<file path="src/rtl/dispatch_pkg.sv">
// -----------------------------------------------------------------------------
// dispatch_pkg
// Shared definitions for the in-order dispatch scheduler: instruction class
// encodings (also the bit index into the one-hot issue vector), scheduler
// FSM state encodings, tag width and the enqueue-time classifier.
// -----------------------------------------------------------------------------
package dispatch_pkg;

    localparam int NUM_CLASSES = 4;
    localparam int CLS_W       = 2;
    localparam int TAG_W       = 3;

    // Class value doubles as the iss_valid / iss_ready bit position.
    typedef enum logic [CLS_W-1:0] {
        CLS_INT = 2'd0,
        CLS_MEM = 2'd1,
        CLS_BR  = 2'd2,
        CLS_JMP = 2'd3
    } iclass_e;

    typedef enum logic [1:0] {
        ST_RUN     = 2'd0,
        ST_BR_WAIT = 2'd1,
        ST_FLUSH   = 2'd2
    } state_e;

    // Control-flow flags dominate memory flags so that a jump or branch
    // always serialises the pipeline, whatever else the decoder reported.
    function automatic iclass_e classify(
        input logic memread,
        input logic memwrite,
        input logic beq,
        input logic bne,
        input logic jump,
        input logic jumpr
    );
        iclass_e cls;
        if (jump || jumpr) begin
            cls = CLS_JMP;
        end else if (beq || bne) begin
            cls = CLS_BR;
        end else if (memread || memwrite) begin
            cls = CLS_MEM;
        end else begin
            cls = CLS_INT;
        end
        return cls;
    endfunction

endpackage

</file>
<file path="src/rtl/dispatch_fifo.sv">
// -----------------------------------------------------------------------------
// dispatch_fifo
// Instruction queue storage: DEPTH entries of W bits, head always visible.
// Ports:
//   clk, rst_n   - clock, synchronous active-low reset
//   push, wr_data- enqueue request (ignored when full)
//   pop          - dequeue request (ignored when empty)
//   flush        - clear pointers and count; takes precedence over push/pop
//   rd_data      - current head entry (meaningful only when !empty)
//   full, empty  - occupancy status
// -----------------------------------------------------------------------------
module dispatch_fifo #(
    parameter int DEPTH = 4,
    parameter int W     = 34
) (
    input  logic         clk,
    input  logic         rst_n,
    input  logic         push,
    input  logic [W-1:0] wr_data,
    input  logic         pop,
    input  logic         flush,
    output logic [W-1:0] rd_data,
    output logic         full,
    output logic         empty
);

    localparam int AW = (DEPTH > 1) ? $clog2(DEPTH) : 1;
    localparam logic [AW:0] FULL_COUNT = (AW + 1)'(DEPTH);

    logic [AW-1:0] wr_ptr_q, wr_ptr_d;
    logic [AW-1:0] rd_ptr_q, rd_ptr_d;
    logic [AW:0]   count_q, count_d;
    logic [W-1:0]  mem_q [DEPTH];

    logic do_push;
    logic do_pop;

    assign full    = (count_q == FULL_COUNT);
    assign empty   = (count_q == '0);
    assign do_push = push && !full;
    assign do_pop  = pop && !empty;
    assign rd_data = mem_q[rd_ptr_q];

    // DEPTH is a power of two, so the pointers wrap for free; the count
    // carries one extra bit to tell full from empty.
    always_comb begin
        wr_ptr_d = wr_ptr_q;
        rd_ptr_d = rd_ptr_q;
        count_d  = count_q;
        if (flush) begin
            wr_ptr_d = '0;
            rd_ptr_d = '0;
            count_d  = '0;
        end else begin
            if (do_push) begin
                wr_ptr_d = wr_ptr_q + 1'b1;
            end
            if (do_pop) begin
                rd_ptr_d = rd_ptr_q + 1'b1;
            end
            if (do_push && !do_pop) begin
                count_d = count_q + 1'b1;
            end else if (do_pop && !do_push) begin
                count_d = count_q - 1'b1;
            end
        end
    end

    always_ff @(posedge clk) begin
        if (!rst_n) begin
            wr_ptr_q <= '0;
            rd_ptr_q <= '0;
            count_q  <= '0;
        end else begin
            wr_ptr_q <= wr_ptr_d;
            rd_ptr_q <= rd_ptr_d;
            count_q  <= count_d;
        end
    end

    // Data array needs no reset: an entry is only observed once the count
    // covers it.
    always_ff @(posedge clk) begin
        if (rst_n && do_push && !flush) begin
            mem_q[wr_ptr_q] <= wr_data;
        end
    end

endmodule

</file>
<file path="src/rtl/dispatch_scheduler.sv">
// -----------------------------------------------------------------------------
// dispatch_scheduler
// In-order dispatch of decoded instructions to four reservation-station
// classes (INT, MEM, BR, JMP). Instructions are classified on entry, queued,
// and issued from the head only. After a branch/jump issues, dispatch stalls
// until it resolves; a mispredict triggers a one-cycle queue flush.
// Ports:
//   clk, rst_n              - clock, synchronous active-low reset
//   in_valid / in_ready     - decoded instruction handshake
//   in_memread..in_jumpr    - decode flags used for classification
//   in_payload              - opaque instruction fields
//   iss_valid / iss_ready   - one-hot per-class issue handshake
//   iss_payload, iss_tag    - head payload and dispatch sequence tag
//   br_resolve, br_mispredict - outcome of the outstanding branch/jump
//   busy                    - queue non-empty or not in RUN
// -----------------------------------------------------------------------------
module dispatch_scheduler
    import dispatch_pkg::*;
#(
    parameter int DEPTH = 4,
    parameter int PW    = 32
) (
    input  logic                   clk,
    input  logic                   rst_n,
    input  logic                   in_valid,
    output logic                   in_ready,
    input  logic                   in_memread,
    input  logic                   in_memwrite,
    input  logic                   in_beq,
    input  logic                   in_bne,
    input  logic                   in_jump,
    input  logic                   in_jumpr,
    input  logic [PW-1:0]          in_payload,
    output logic [NUM_CLASSES-1:0] iss_valid,
    input  logic [NUM_CLASSES-1:0] iss_ready,
    output logic [PW-1:0]          iss_payload,
    output logic [TAG_W-1:0]       iss_tag,
    input  logic                   br_resolve,
    input  logic                   br_mispredict,
    output logic                   busy
);

    localparam int EW = PW + CLS_W;

    state_e           state_q, state_d;
    logic [TAG_W-1:0] tag_q, tag_d;

    iclass_e          in_cls;
    iclass_e          head_cls;
    logic [EW-1:0]    wr_word;
    logic [EW-1:0]    head_word;
    logic             fifo_full;
    logic             fifo_empty;
    logic             push;
    logic             dispatch;
    logic             flush;

    assign in_cls    = classify(in_memread, in_memwrite, in_beq, in_bne, in_jump, in_jumpr);
    assign wr_word   = {in_cls, in_payload};
    assign head_cls  = iclass_e'(head_word[EW-1:PW]);

    // No push-through when full: in_ready depends only on registered state.
    assign in_ready  = !fifo_full && (state_q != ST_FLUSH);
    assign push      = in_valid && in_ready;
    assign flush     = (state_q == ST_FLUSH);
    assign dispatch  = |(iss_valid & iss_ready);

    assign iss_payload = head_word[PW-1:0];
    assign iss_tag     = tag_q;
    assign busy        = !fifo_empty || (state_q != ST_RUN);

    dispatch_fifo #(
        .DEPTH (DEPTH),
        .W     (EW)
    ) u_fifo (
        .clk     (clk),
        .rst_n   (rst_n),
        .push    (push),
        .wr_data (wr_word),
        .pop     (dispatch),
        .flush   (flush),
        .rd_data (head_word),
        .full    (fifo_full),
        .empty   (fifo_empty)
    );

    // Only the head's class line is raised, and only while running.
    always_comb begin
        iss_valid = '0;
        if ((state_q == ST_RUN) && !fifo_empty) begin
            iss_valid[head_cls] = 1'b1;
        end
    end

    // Branch/jump dispatch parks the scheduler until the outcome is known;
    // resolve is only meaningful while waiting.
    always_comb begin
        state_d = state_q;
        tag_d   = tag_q;
        if (dispatch) begin
            tag_d = tag_q + 1'b1;
        end
        case (state_q)
            ST_RUN: begin
                if (dispatch && ((head_cls == CLS_BR) || (head_cls == CLS_JMP))) begin
                    state_d = ST_BR_WAIT;
                end
            end
            ST_BR_WAIT: begin
                if (br_resolve) begin
                    state_d = br_mispredict ? ST_FLUSH : ST_RUN;
                end
            end
            ST_FLUSH: begin
                state_d = ST_RUN;
            end
            default: begin
                state_d = ST_RUN;
            end
        endcase
    end

    always_ff @(posedge clk) begin
        if (!rst_n) begin
            state_q <= ST_RUN;
            tag_q   <= '0;
        end else begin
            state_q <= state_d;
            tag_q   <= tag_d;
        end
    end

endmodule
</file>
<file path="config.mk">
export PLATFORM = sky130hd
export DESIGN_NAME = dispatch_scheduler
export DESIGN_NICKNAME = d
export VERILOG_FILES = /design/src/rtl/dispatch_pkg.sv /design/src/rtl/dispatch_fifo.sv /design/src/rtl/dispatch_scheduler.sv
export SDC_FILE = /design/constraint.sdc
export NUM_CORES = 1
export LEC_CHECK = 0
export ABC_AREA = 0
export CAP_MARGIN = 20
export CORE_MARGIN = 1.5
export CORE_UTILIZATION = 41
export CTS_BUF_LIST = sky130_fd_sc_hd__clkbuf_8
export DETAILED_ROUTE_END_ITERATION = 8
export DONT_BUFFER_PORTS = 1
export SLEW_MARGIN = 20
export SYNTH_ARGS = -nofsm -noshare
export SYNTH_HDL_FRONTEND = slang
export SYNTH_SLANG_ARGS = --single-unit
</file>
<file path="constraint.sdc">
create_clock -name clk -period 5.4 [get_ports clk]
set_input_delay 1.08 -clock clk [delete_from_list [all_inputs] [get_ports clk]]
set_output_delay 1.08 -clock clk [all_outputs]
set_load 0.1 [all_outputs]
</file>
Word level (Yosys, flattened, before mapping)

Memories as Yosys holds them, arrays and structs flattened. A register that Yosys moved wholly into a read port is not among the register bits.
Index checks and enable logic that the tools add are counted.
Widths: inputs -> output; s select.

$lt $le $gt $ge: 2
Div/mod/pow operators: 0
Multipliers: 0
Muxes and demuxes: 16
Bitwise gates (word level): 2
Reduce and logical (&&, ||, !) cells: 28
Shift operators: 0
Equal/unequal tests: 8
$add $sub $neg: 5

Operator list:

| kind                | count |
|---|---|
| $mux 2              | 7 |
| $logic_and 1x1->1   | 11 |
| $add 3x1->3 const B | 2 |
| $eq 2x2->1 const B  | 3 |
| $mux 3              | 2 |
| $logic_not 1->1     | 5 |
| $logic_or 1x1->1    | 5 |
| $add 2x1->2 const B | 2 |
| $and 4x4->4         | 1 |
| $mux 1              | 4 |
| $mux 4              | 1 |
| $ne 2x2->1 const B  | 2 |
| $pmux 2 s2          | 1 |
| $reduce_bool 2->1   | 2 |
| $reduce_or 4->1     | 1 |
| $eq 3x3->1 const B  | 1 |
| $logic_not 3->1     | 1 |
| $lt 2x3->1 const B  | 1 |
| $sub 3x1->3 const B | 1 |
| $demux 1 s2         | 1 |
| $eq 2x1->1 const B  | 1 |
| $ge 2x1->1 const B  | 1 |
| $logic_not 2->1     | 1 |
| $ne 2x1->1 const B  | 1 |
| other kinds (3)     | 3 |

Register bits after elaboration: 12
Memories: 1
Memory bits (read-only): 0
Latch bits: 0
Output and inout bits: 41
Memory bits (writable): 136
Word-level logic and storage cells: 67

Memory list:

| name         | depth | bits a word | rd ports | clocked after memory_dff | wr ports | RTL line            | RTL |
|---|---|---|---|---|---|---|---|
| u_fifo.mem_q | 4     | 34          | 1        | 1                        | 1        | dispatch_fifo.sv:33 | `logic [W-1:0] mem_q [DEPTH];` |

Longest topological paths before layout

Gate-level depths: netlist (run 1).

Depth after elaboration: 11
Mapped depth: 12
Depth with buffers taken out: 10

Cells and area by module

Synthesis (run 1) repeated with hierarchy kept, for this count alone.

Cell total of the unflattened synthesis: 271
Area total of the unflattened synthesis: 5765.5 sq um

Modules (own cells, without submodules):

| module             | instances | area each (sq um) | cells an instance |
|---|---|---|---|
| dispatch_fifo      | 1         | 5429.0            | 227 |
| dispatch_scheduler | 1         | 336.6             | 44 |

Worst setup path after synthesis (run 1)

No wires, ideal clock.

Kind: reg2out
From: reg with a tool-made name
To: out iss_valid[0]
Setup slack: 1.173 ns
Cell stages (with the launch flop): 4
Arrival time: 3.147 ns
Path through: dfxtp_1 > buf_6 > mux4_2 > nor3_1

RTL lines:

| what             | RTL line                 | RTL |
|---|---|---|
| end: declaration | dispatch_scheduler.sv:34 | `output logic [NUM_CLASSES-1:0] iss_valid,` |

==> results.yml, run 1 <==
clock_network:
  htree_num_levels: 4
  hold_buffers: 0
  cts_tree: "done"
  postCtsSetupRepairBufs: 0
  clock-sinks: 150
  clock_path_buffers: 2
  numCtsBuffers: 17
  ctsRootBufferMaster: "sky130_fd_sc_hd__clkbuf_8"
  cts.clk_slew.worst_paths_ns: 0.08
  cts-resized-gates: 0
  clock_latency_ns: 0.45
timing:
  grt_setup_unrepaired: "no"
  maxClockFrequency_ghz: 0.247
  finalSetupTns_ns: 0
  skew_ns: 0.0150
  final_min_period_over_clock_period_pct: 75.1
  timing.max_slew.rel_slack_pct: 21.3
  slew_at_the_pin_closest_to_its_max_slew_limit_ns: 1.17
  final-hold-violation-count: 0
  final_max_slew_viol_count: 0
  count_of_final_setup_violators: 0
  finalWorstPathRequiredPeriod_ns: 4.05
power_and_ir_drop:
  power_density_nw_per_um2: 550
  leakagePower_nw: 1.99
  netSwitchingPower_mw: 1.52
  switching_share_pct: 43.4
  combinational_cell_fraction_of_total_power_pct: 36.8
  clkPwrFrac_pct: 21.1
  power_report.internal_total_mw: 1.98
  maximum_resistive_drop_on_vdd_mv: 0.298
  seq_power_share_pct: 42.2
detailed_routing:
  detailedRoute.firstIterationViolations: 133
  drc: 0
  routed_wire_per_std_cell_um: 20.5
  first_pass_iters: 6
  wirelength_um: 9820
  drtAntennaViolNets: 0
  vias: 2529
  avgViaCountPerCell: 5.28
outcome:
  status: "completed"
synthesis:
  synth-compound-area-share_pct: 1.23
  post_synth_fa_ha_maj_area_fraction_pct: 1.64
  seq_area_frac_synth_pct: 75.4
  dominantRegCellSynth: "sky130_fd_sc_hd__edfxtp_1"
  synthArstFlopShare_pct: 0
  netlist_instances: 277
  synthXorXnorAreaFrac_pct: 0.454
  cell_variety_after_synth: 34
  muxShareOfSynthArea_pct: 15.6
  synth_area_um2: 5790
  syn_avg_cell_area_um2: 20.9
  synth_enable_flop_cells: 136
  synth_simple_gate_area_share_pct: 4.19
  dominant_combinational_cell_family_by_area_after_synthesis: "multiplexers"
  synth.net_count: 331
  yosys_warnings: 0
  yosys_register_bits: 150
placed_design:
  place.gp.congestion: 0.698
  post_dp_hpwl_um: 5800
  place.port_buffers: 0
floorplan:
  io-pin-count: 88
  placeable_core_region_um2: 13800
  fp.dieH_um: 122
  die_ar_um2: 14800
  placement_rows: 43
  die_x_um: 122
  floorplan.initialDensity_pct: 41.9
worst_setup_path:
  critical_path.max_fanout: 34
  worst_ep_required_time_ns: 4.32
  timing.critical_path.arrival_ns: 2.97
  critPathLaunchType: "register"
  timing.critical_path.to_type: "output pin"
  critical_path_class: "reg -> out"
global_route:
  grt_antenna_before_repair: 0
  largest_net_degree_at_the_start_of_global_routing: 35
  first_global_vias: 2687
  globalRouteOverflowTotal: 0
  global_route.usage.total_pct: 14.3
  first_pass_grt_wire_length_um: 14900
layout:
  mostFrequentLayoutCells: "sky130_fd_sc_hd__edfxtp_1 (136), sky130_fd_sc_hd__mux4_2 (34), sky130_fd_sc_hd__clkbuf_8 (17), sky130_fd_sc_hd__dfxtp_1 (12)"
  layout.cells.most_common: "sky130_fd_sc_hd__edfxtp_1"
  final_core_util_pct: 46.0
  flow.area_growth_from_synthesis_pct: 9.94
  drive_above_1_share_pct: 27.1
  layout.nets: 341
  antennaDiodeCount: 0
min_path:
  min_path_type: "reg -> reg"
job:
  max_cap_viol_count: 0
[final cells by class]
class	instances	area (um^2)
Clock buffer	17	234
Tap cell	180	225
Fill cell	1152	7460
Timing Repair Buffer	3	57.6
Inverter	6	22.5
Sequential cell	150	4370
Clock inverter	14	97.6
Multi-Input combinational cell	109	1360
[per-stage QoR]
| stage | cell area, um^2 | instances | worst slack (ns) | total power, mW | hold slack (ns) |
|---|---|---|---|---|---|
| after floorplan | 5790 | 277 | 1.17 | 2.68 | 0.457 |
| after detailed placement | 6030 | 448 | 1.75 | 2.81 | 0.478 |
| after global placement | 6030 | 448 | 1.78 | 2.79 | 0.461 |
| final | 6360 | 479 | 1.35 | 3.50 | 0.486 |
| after global routing | 6360 | 479 | 1.19 | 3.63 | 0.523 |
| after CTS | 6360 | 479 | 1.23 | 3.55 | 0.491 |
[sequential cells by signal (all words and copies together), names as in the netlist, named ones only]
name and count:
u_fifo.mem_q 136, iss_tag 3, u_fifo.count_q 3, state_q 2, u_fifo.rd_ptr_q 2, u_fifo.wr_ptr_q 2
[cells in the mapped netlist (3+ instances only)]
cell                         n  area (um^2)
sky130_fd_sc_hd__edfxtp_1  136         4080
sky130_fd_sc_hd__mux4_2     34          766
sky130_fd_sc_hd__dfxtp_1    14          280
sky130_fd_sc_hd__nor2_1     11         41.3
sky130_fd_sc_hd__mux2i_1     9         90.1
sky130_fd_sc_hd__nand2_1     8         30.0
sky130_fd_sc_hd__ha_1        6         75.1
sky130_fd_sc_hd__nand3_1     6         30.0
sky130_fd_sc_hd__clkbuf_1    5         18.8
sky130_fd_sc_hd__inv_1       5         18.8
sky130_fd_sc_hd__and3_1      4         25.0
sky130_fd_sc_hd__nand2b_1    4         25.0
sky130_fd_sc_hd__buf_2       3         15.0
sky130_fd_sc_hd__o22ai_1     3         18.8
[per-layer routing]
layer / up-vias / routed length, um / track usage (%)
met2: 70 / 5000 / 23.3
met3: 17 / 711 / 6.51
met5: - / 0 / 0
met1: 1301 / 3910 / 15.8
li1: 1141 / - / -
met4: 0 / 200 / 7.28
[power groups by stage]
stage / registers, mW / clock network, mW / logic, mW
after global placement: 1.50 / 0 / 1.29
after detailed placement: 1.51 / 0 / 1.30
after CTS: 1.48 / 0.762 / 1.30
after floorplan: 1.45 / 0 / 1.23
final: 1.48 / 0.737 / 1.29
after global routing: 1.49 / 0.799 / 1.34
[kinds of logic (layout without fill, tap and decap cells)]
kind of cell / after synthesis / count (layout)
muxes: 45 / 45
AOI/OAI and AO/OA: 9 / 9
DFF: 150 / 150
buffers and inverters: 18 / 40
and+or+nand+nor: 45 / 45
adders and majority gates: 7 / 7
xor gates and xnor gates: 3 / 3
[critical path: stages (launching register included)]
cell                      delay [ns]
sky130_fd_sc_hd__dfxtp_2        0.96
sky130_fd_sc_hd__mux4_2         0.52
sky130_fd_sc_hd__nand3_1        0.18
sky130_fd_sc_hd__nor2_2         0.85
[path summary, 6_finish.rpt]
kind	cells after the start	endpoint	startpoint	slack, ns
min reg2reg	2	register	u_fifo.rd_ptr_q[1]	0.49
max	3	iss_valid[3]	register	1.35
min	2	register	u_fifo.rd_ptr_q[1]	0.49
max reg2reg	10	u_fifo.count_q[2]	register	2.11
No activity file was read; power rests on OpenSTA's default activity.
==> inputs of run 2 (changes only) <==
==> constraint.sdc (replaced) <==
create_clock -name clk -period 3.32 [get_ports clk]
set_input_delay 0.664 -clock clk [delete_from_list [all_inputs] [get_ports clk]]
set_output_delay 0.664 -clock clk [all_outputs]
set_load 0.1 [all_outputs]
==> run 2 against run 1 <==
Clock skew down 0.0057 ns. Sequential power increased by 55%. Sequential share of layout area down 2.3 points. Global-route usage up 0.43 points. Worst setup slack got worse by 0.95 ns. Worst hold slack got worse by 0.18 ns. Wire length increased by 2.8%.
==> results.yml, run 2 (synthesis gave the netlist of run 1 again) <==
timing:
  slew_at_the_pin_closest_to_its_max_slew_limit_ns: 0.997
  skew_ns: 0.00923
  final_min_period_over_clock_period_pct: 88.0
  finalSetupTns_ns: 0
  count_of_final_setup_violators: 0
  final_max_slew_viol_count: 0
  grt_setup_unrepaired: "no"
  timing.max_slew.rel_slack_pct: 33.4
  maxClockFrequency_ghz: 0.342
  finalWorstPathRequiredPeriod_ns: 2.92
  final-hold-violation-count: 0
clock_network:
  htree_num_levels: 4
  clock_latency_ns: 0.44
  ctsRootBufferMaster: "sky130_fd_sc_hd__clkbuf_8"
  clock-sinks: 150
  numCtsBuffers: 17
  postCtsSetupRepairBufs: 0
  cts-resized-gates: 0
  clock_path_buffers: 2
  cts_tree: "done"
  hold_buffers: 0
  cts.clk_slew.worst_paths_ns: 0.08
min_path:
  min_path_type: "in -> reg"
  hold_path_depth: 0
  min_delay_worst_endpoint: "u_fifo.mem_q[2][23]"
  hold_path_startpoint: "in_payload[23]"
worst_setup_path:
  path_cells: "buf_4 -> mux4_2 -> nand3_1 -> o22ai_4 -> inv_2 -> ha_1 -> inv_1 -> fa_1 -> xor2_1 -> or3_1 -> a21oi_1"
  critPathSlowestCell: "sky130_fd_sc_hd__mux4_2"
  reg2regPathDepth: 11
  critical_path.max_fanout: 10
  critPathMaxStageDelay_ns: 0.66
  critical_path_class: "reg -> reg"
  critPathLaunchType: "register"
  timing.critical_path.max_delay_family: "multiplexers"
  ff2ff_setup_slack_ns: 0.40
  worst_ep_required_time_ns: 3.70
  timing.critical_path.arrival_ns: 3.30
  worst_r2r_endpoint: "u_fifo.count_q[2]"
  cp.buffers_inverters: 3
  timing.critical_path.to_type: "register"
global_route:
  first_pass_grt_wire_length_um: 15400
  first_global_vias: 2777
  grt_antenna_before_repair: 0
  globalRouteOverflowTotal: 0
  global_route.usage.total_pct: 14.7
  largest_net_degree_at_the_start_of_global_routing: 29
layout:
  mostFrequentLayoutCells: "sky130_fd_sc_hd__edfxtp_1 (136), sky130_fd_sc_hd__mux4_2 (34), sky130_fd_sc_hd__buf_4 (18), sky130_fd_sc_hd__clkbuf_8 (17), sky130_fd_sc_hd__dfxtp_1 (12)"
  layout.nets: 358
  drive_above_1_share_pct: 31.9
  flip_flop_count_of_the_largest_register_after_layout: 136
  filler_cell_count: 1113
  max_flop_register: "u_fifo.mem_q"
  flow.area_growth_from_synthesis_pct: 13.7
  antennaDiodeCount: 0
  layout.cells.most_common: "sky130_fd_sc_hd__edfxtp_1"
  final_cell_area_um2: 6580
  final_cells: 497
placed_design:
  place.gp.congestion: 0.739
  place_area_um2: 6160
  post_dp_hpwl_um: 6520
  place.port_buffers: 0
  placed_cells_incl_taps: 465
floorplan:
  floorplan.initialDensity_pct: 41.9
  placeable_core_region_um2: 13800
  placement_rows: 43
  die_ar_um2: 14800
  die_x_um: 122
  fp.dieH_um: 122
  io-pin-count: 88
detailed_routing:
  drc: 0
  drtAntennaViolNets: 0
  wirelength_um: 10100
  first_pass_iters: 4
  detailedRoute.firstIterationViolations: 133
  avgViaCountPerCell: 5.25
  vias: 2611
  routed_wire_per_std_cell_um: 20.3
power_and_ir_drop:
  power_density_nw_per_um2: 919
  maximum_resistive_drop_on_vdd_mv: 0.326
  leakagePower_nw: 2.11
job:
  max_cap_viol_count: 0
outcome:
  status: "completed"
-- run 2: routing by layer --
layer  GRT usage, %  part of all wire [%]
met1           16.5                    38
met3           6.41                   7.4
met5              0                     0
met4           6.18                   1.9
met2           24.6                    52
-- run 2: area by class of cell --
cell class	instances	area, um^2	share of cell area, %
flip-flops and latches	150	4370	66.3
multi-input cells	109	1360	20.7
clock buffers	17	234	3.56
well taps	180	225	3.42
clock inverters	15	188	2.85
repair buffers	20	185	2.81
inverters	6	22.5	0.342
-- run 2: through the flow --
| step | util [%] | setup WS [ns] | power, mW | hold slack, ns |
|---|---|---|---|---|
| 5_1_grt | 47.6 | 0.221 | 6.26 | 0.275 |
| 3_3_place_gp | 44.5 | 0.476 | 4.62 | 0.490 |
| 2_1_floorplan | - | -0.491 | 4.36 | 0.457 |
| 6_report | 47.6 | 0.397 | 6.05 | 0.309 |
| 3_5_place_dp | 44.5 | 0.360 | 4.65 | 0.489 |
| 4_1_cts | 47.6 | 0.347 | 6.11 | 0.282 |
-- run 2: worst max-delay path by stage --
| stage | startpoint | to | slack (ns) | depth (start not counted) |
|---|---|---|---|---|
| after detailed placement | register | u_fifo.count_q[2] | 0.36 | 11 |
| after global placement | register | u_fifo.count_q[2] | 0.48 | 11 |
| after global routing | register | u_fifo.count_q[2] | 0.22 | 11 |
| after floorplan | register | iss_valid[0] | -0.49 | 3 |
| after CTS | register | u_fifo.count_q[2] | 0.35 | 11 |
| final | register | u_fifo.count_q[2] | 0.40 | 11 |
-- run 2: worst reg2reg max path, stage by stage (launching register included) --
cell and delay [ns]:
sky130_fd_sc_hd__dfxtp_2 0.35, sky130_fd_sc_hd__buf_4 0.24, sky130_fd_sc_hd__mux4_2 0.67, sky130_fd_sc_hd__nand3_1 0.17, sky130_fd_sc_hd__o22ai_4 0.12, sky130_fd_sc_hd__inv_2 0.07
sky130_fd_sc_hd__ha_1 0.18, sky130_fd_sc_hd__inv_1 0.06, sky130_fd_sc_hd__fa_1 0.38, sky130_fd_sc_hd__xor2_1 0.17, sky130_fd_sc_hd__or3_1 0.30, sky130_fd_sc_hd__a21oi_1 0.15
-- run 2: power by group --
| part | switching, mW | total (mW) | leakage [nW] | internal [mW] |
|---|---|---|---|---|
| logic | 1.79 | 2.29 | 0.549 | 0.501 |
| clock network | 0.663 | 1.47 | 0.216 | 0.810 |
| registers | 0.0720 | 2.29 | 1.35 | 2.22 |
| total | 2.52 | 6.05 | 2.11 | 3.53 |
==> inputs of run 3 (changes only) <==
==> constraint.sdc (replaced) <==
create_clock -name clk -period 3.32 [get_ports clk]
set_input_delay 0.664 -clock clk [delete_from_list [all_inputs] [get_ports clk]]
set_output_delay 0.664 -clock clk [all_outputs]
set_load 0.02 [all_outputs]
==> run 3 against run 2 <==
Die area unchanged. Maximum frequency up 1.1%. Cell count shrank 1.8%. Worst setup slack better by 0.030 ns. Clock power is 3% lower. Worst hold slack lost 0.0024 ns. Critical path type unchanged. Highest routed layer unchanged.
==> results.yml, run 3 (synthesis gave the netlist of run 1 again) <==
outcome:
  status: "completed"
clock_network:
  cts.clk_slew.worst_paths_ns: 0.09
  cts_tree: "done"
  postCtsSetupRepairBufs: 0
  ctsRootBufferMaster: "sky130_fd_sc_hd__clkbuf_8"
  clock_path_buffers: 2
  clock_latency_ns: 0.45
  clock-sinks: 150
  htree_num_levels: 4
  numCtsBuffers: 17
  cts-resized-gates: 0
  hold_buffers: 0
global_route:
  grt_antenna_before_repair: 0
  largest_net_degree_at_the_start_of_global_routing: 35
  first_global_vias: 2731
  globalRouteOverflowTotal: 0
  global_route.usage.total_pct: 14.7
  first_pass_grt_wire_length_um: 15300
worst_setup_path:
  timing.critical_path.arrival_ns: 3.27
  critical_path.max_fanout: 10
  critPathLaunchType: "register"
  timing.critical_path.to_type: "register"
  worst_ep_required_time_ns: 3.69
  critical_path_class: "reg -> reg"
  worst_r2r_endpoint: "u_fifo.count_q[2]"
  ff2ff_setup_slack_ns: 0.43
  reg2regPathDepth: 11
timing:
  final-hold-violation-count: 0
  final_max_slew_viol_count: 0
  count_of_final_setup_violators: 0
  slew_at_the_pin_closest_to_its_max_slew_limit_ns: 0.696
  skew_ns: 0.00763
  layout_setup_ws_ns: 0.428
  maxClockFrequency_ghz: 0.346
  finalWorstPathRequiredPeriod_ns: 2.89
  finalSetupTns_ns: 0
  final_min_period_over_clock_period_pct: 87.1
  grt_setup_unrepaired: "no"
  timing.max_slew.rel_slack_pct: 53.2
power_and_ir_drop:
  maximum_resistive_drop_on_vdd_mv: 0.242
  power_density_nw_per_um2: 748
  combinational_cell_fraction_of_total_power_pct: 22.9
  clkPwrFrac_pct: 29.6
  power_mw: 4.84
  netSwitchingPower_mw: 1.44
  power_report.internal_total_mw: 3.40
  switching_share_pct: 29.8
  seq_power_share_pct: 47.4
  leakagePower_nw: 2.05
floorplan:
  die_ar_um2: 14800
  floorplan.initialDensity_pct: 41.9
  placement_rows: 43
  die_x_um: 122
  fp.dieH_um: 122
  placeable_core_region_um2: 13800
  io-pin-count: 88
min_path:
  min_path_type: "in -> reg"
  hold_path_depth: 0
  hold_path_startpoint: "in_payload[18]"
  min_delay_worst_endpoint: "u_fifo.mem_q[2][18]"
layout:
  drive_above_1_share_pct: 28.6
  antennaDiodeCount: 0
  layout.nets: 349
  layout.cells.most_common: "sky130_fd_sc_hd__edfxtp_1"
  flip_flop_count_of_the_largest_register_after_layout: 136
  max_flop_register: "u_fifo.mem_q"
  mostFrequentLayoutCells: "sky130_fd_sc_hd__edfxtp_1 (136), sky130_fd_sc_hd__mux4_2 (34), sky130_fd_sc_hd__clkbuf_8 (17), sky130_fd_sc_hd__dfxtp_1 (12), sky130_fd_sc_hd__nor2_1 (11)"
  filler_cell_count: 1166
  final_cells: 488
  flow.area_growth_from_synthesis_pct: 11.9
placed_design:
  preCtsSetupSlack_ns: 0.412
  placed_cells_incl_taps: 456
  place.gp.congestion: 0.682
  post_dp_hpwl_um: 6170
  place.port_buffers: 0
detailed_routing:
  detailedRoute.firstIterationViolations: 109
  wirelength_um: 10100
  first_pass_iters: 4
  avgViaCountPerCell: 5.28
  routed_wire_per_std_cell_um: 20.6
  vias: 2579
  drtAntennaViolNets: 0
  drc: 0
job:
  max_cap_viol_count: 0
-- run 3: power by group through the flow --
stage / combinational, mW / clock, mW / sequential [mW]
global route: 1.20 / 1.56 / 2.32
floorplan: 0.965 / 0 / 2.31
global placement: 1.12 / 0 / 2.33
finish: 1.11 / 1.43 / 2.30
detailed placement: 1.14 / 0 / 2.34
CTS: 1.14 / 1.48 / 2.30
-- run 3: worst max-delay path, stage by stage (launching register included) --
cell                      delay [ns]
sky130_fd_sc_hd__dfxtp_2        0.36
sky130_fd_sc_hd__buf_4          0.24
sky130_fd_sc_hd__mux4_2         0.66
sky130_fd_sc_hd__nand3_1        0.16
sky130_fd_sc_hd__o22ai_4        0.12
sky130_fd_sc_hd__inv_2          0.06
sky130_fd_sc_hd__ha_1           0.18
sky130_fd_sc_hd__inv_1          0.06
sky130_fd_sc_hd__fa_1           0.37
sky130_fd_sc_hd__xor2_1         0.16
sky130_fd_sc_hd__or3_1          0.30
sky130_fd_sc_hd__a21oi_1        0.15
-- run 3: metrics by stage --
| stage | area (um^2) | hold WS [ns] | util, % |
|---|---|---|---|
| 2_1_floorplan | 5790 | 0.457 | - |
| 3_3_place_gp | 6060 | 0.481 | 43.9 |
| 5_1_grt | 6480 | 0.255 | 46.8 |
| 6_report | 6480 | 0.306 | 46.8 |
| 4_1_cts | 6480 | 0.274 | 46.8 |
| 3_5_place_dp | 6060 | 0.495 | 43.9 |
-- run 3: area by class of cell --
class	count	area, um^2	area share (%)
clock inverters	15	179	2.76
clock buffers	17	234	3.61
well taps	180	225	3.48
flip-flops and latches	150	4370	67.4
multi-input cells	109	1340	20.7
repair buffers	11	108	1.66
inverters	6	22.5	0.348
-- run 3: worst max path at each step --
stage                        endpoint  slack (ns)  cells after the start
global placement    u_fifo.count_q[2]        0.49                     11
global route        u_fifo.count_q[2]        0.28                     11
CTS                 u_fifo.count_q[2]        0.38                     11
finish              u_fifo.count_q[2]        0.43                     11
floorplan           u_fifo.count_q[2]        0.65                     11
detailed placement  u_fifo.count_q[2]        0.41                     11
-- run 3: routing by layer --
| metal | vias up | wire length [um] | GRT usage, % |
|---|---|---|---|
| met5 | - | 0 | 0 |
| met2 | 68 | 5340 | 24.6 |
| li1 | 1157 | - | - |
| met1 | 1342 | 3870 | 16.3 |
| met4 | 0 | 139 | 5.74 |
| met3 | 12 | 696 | 6.88 |
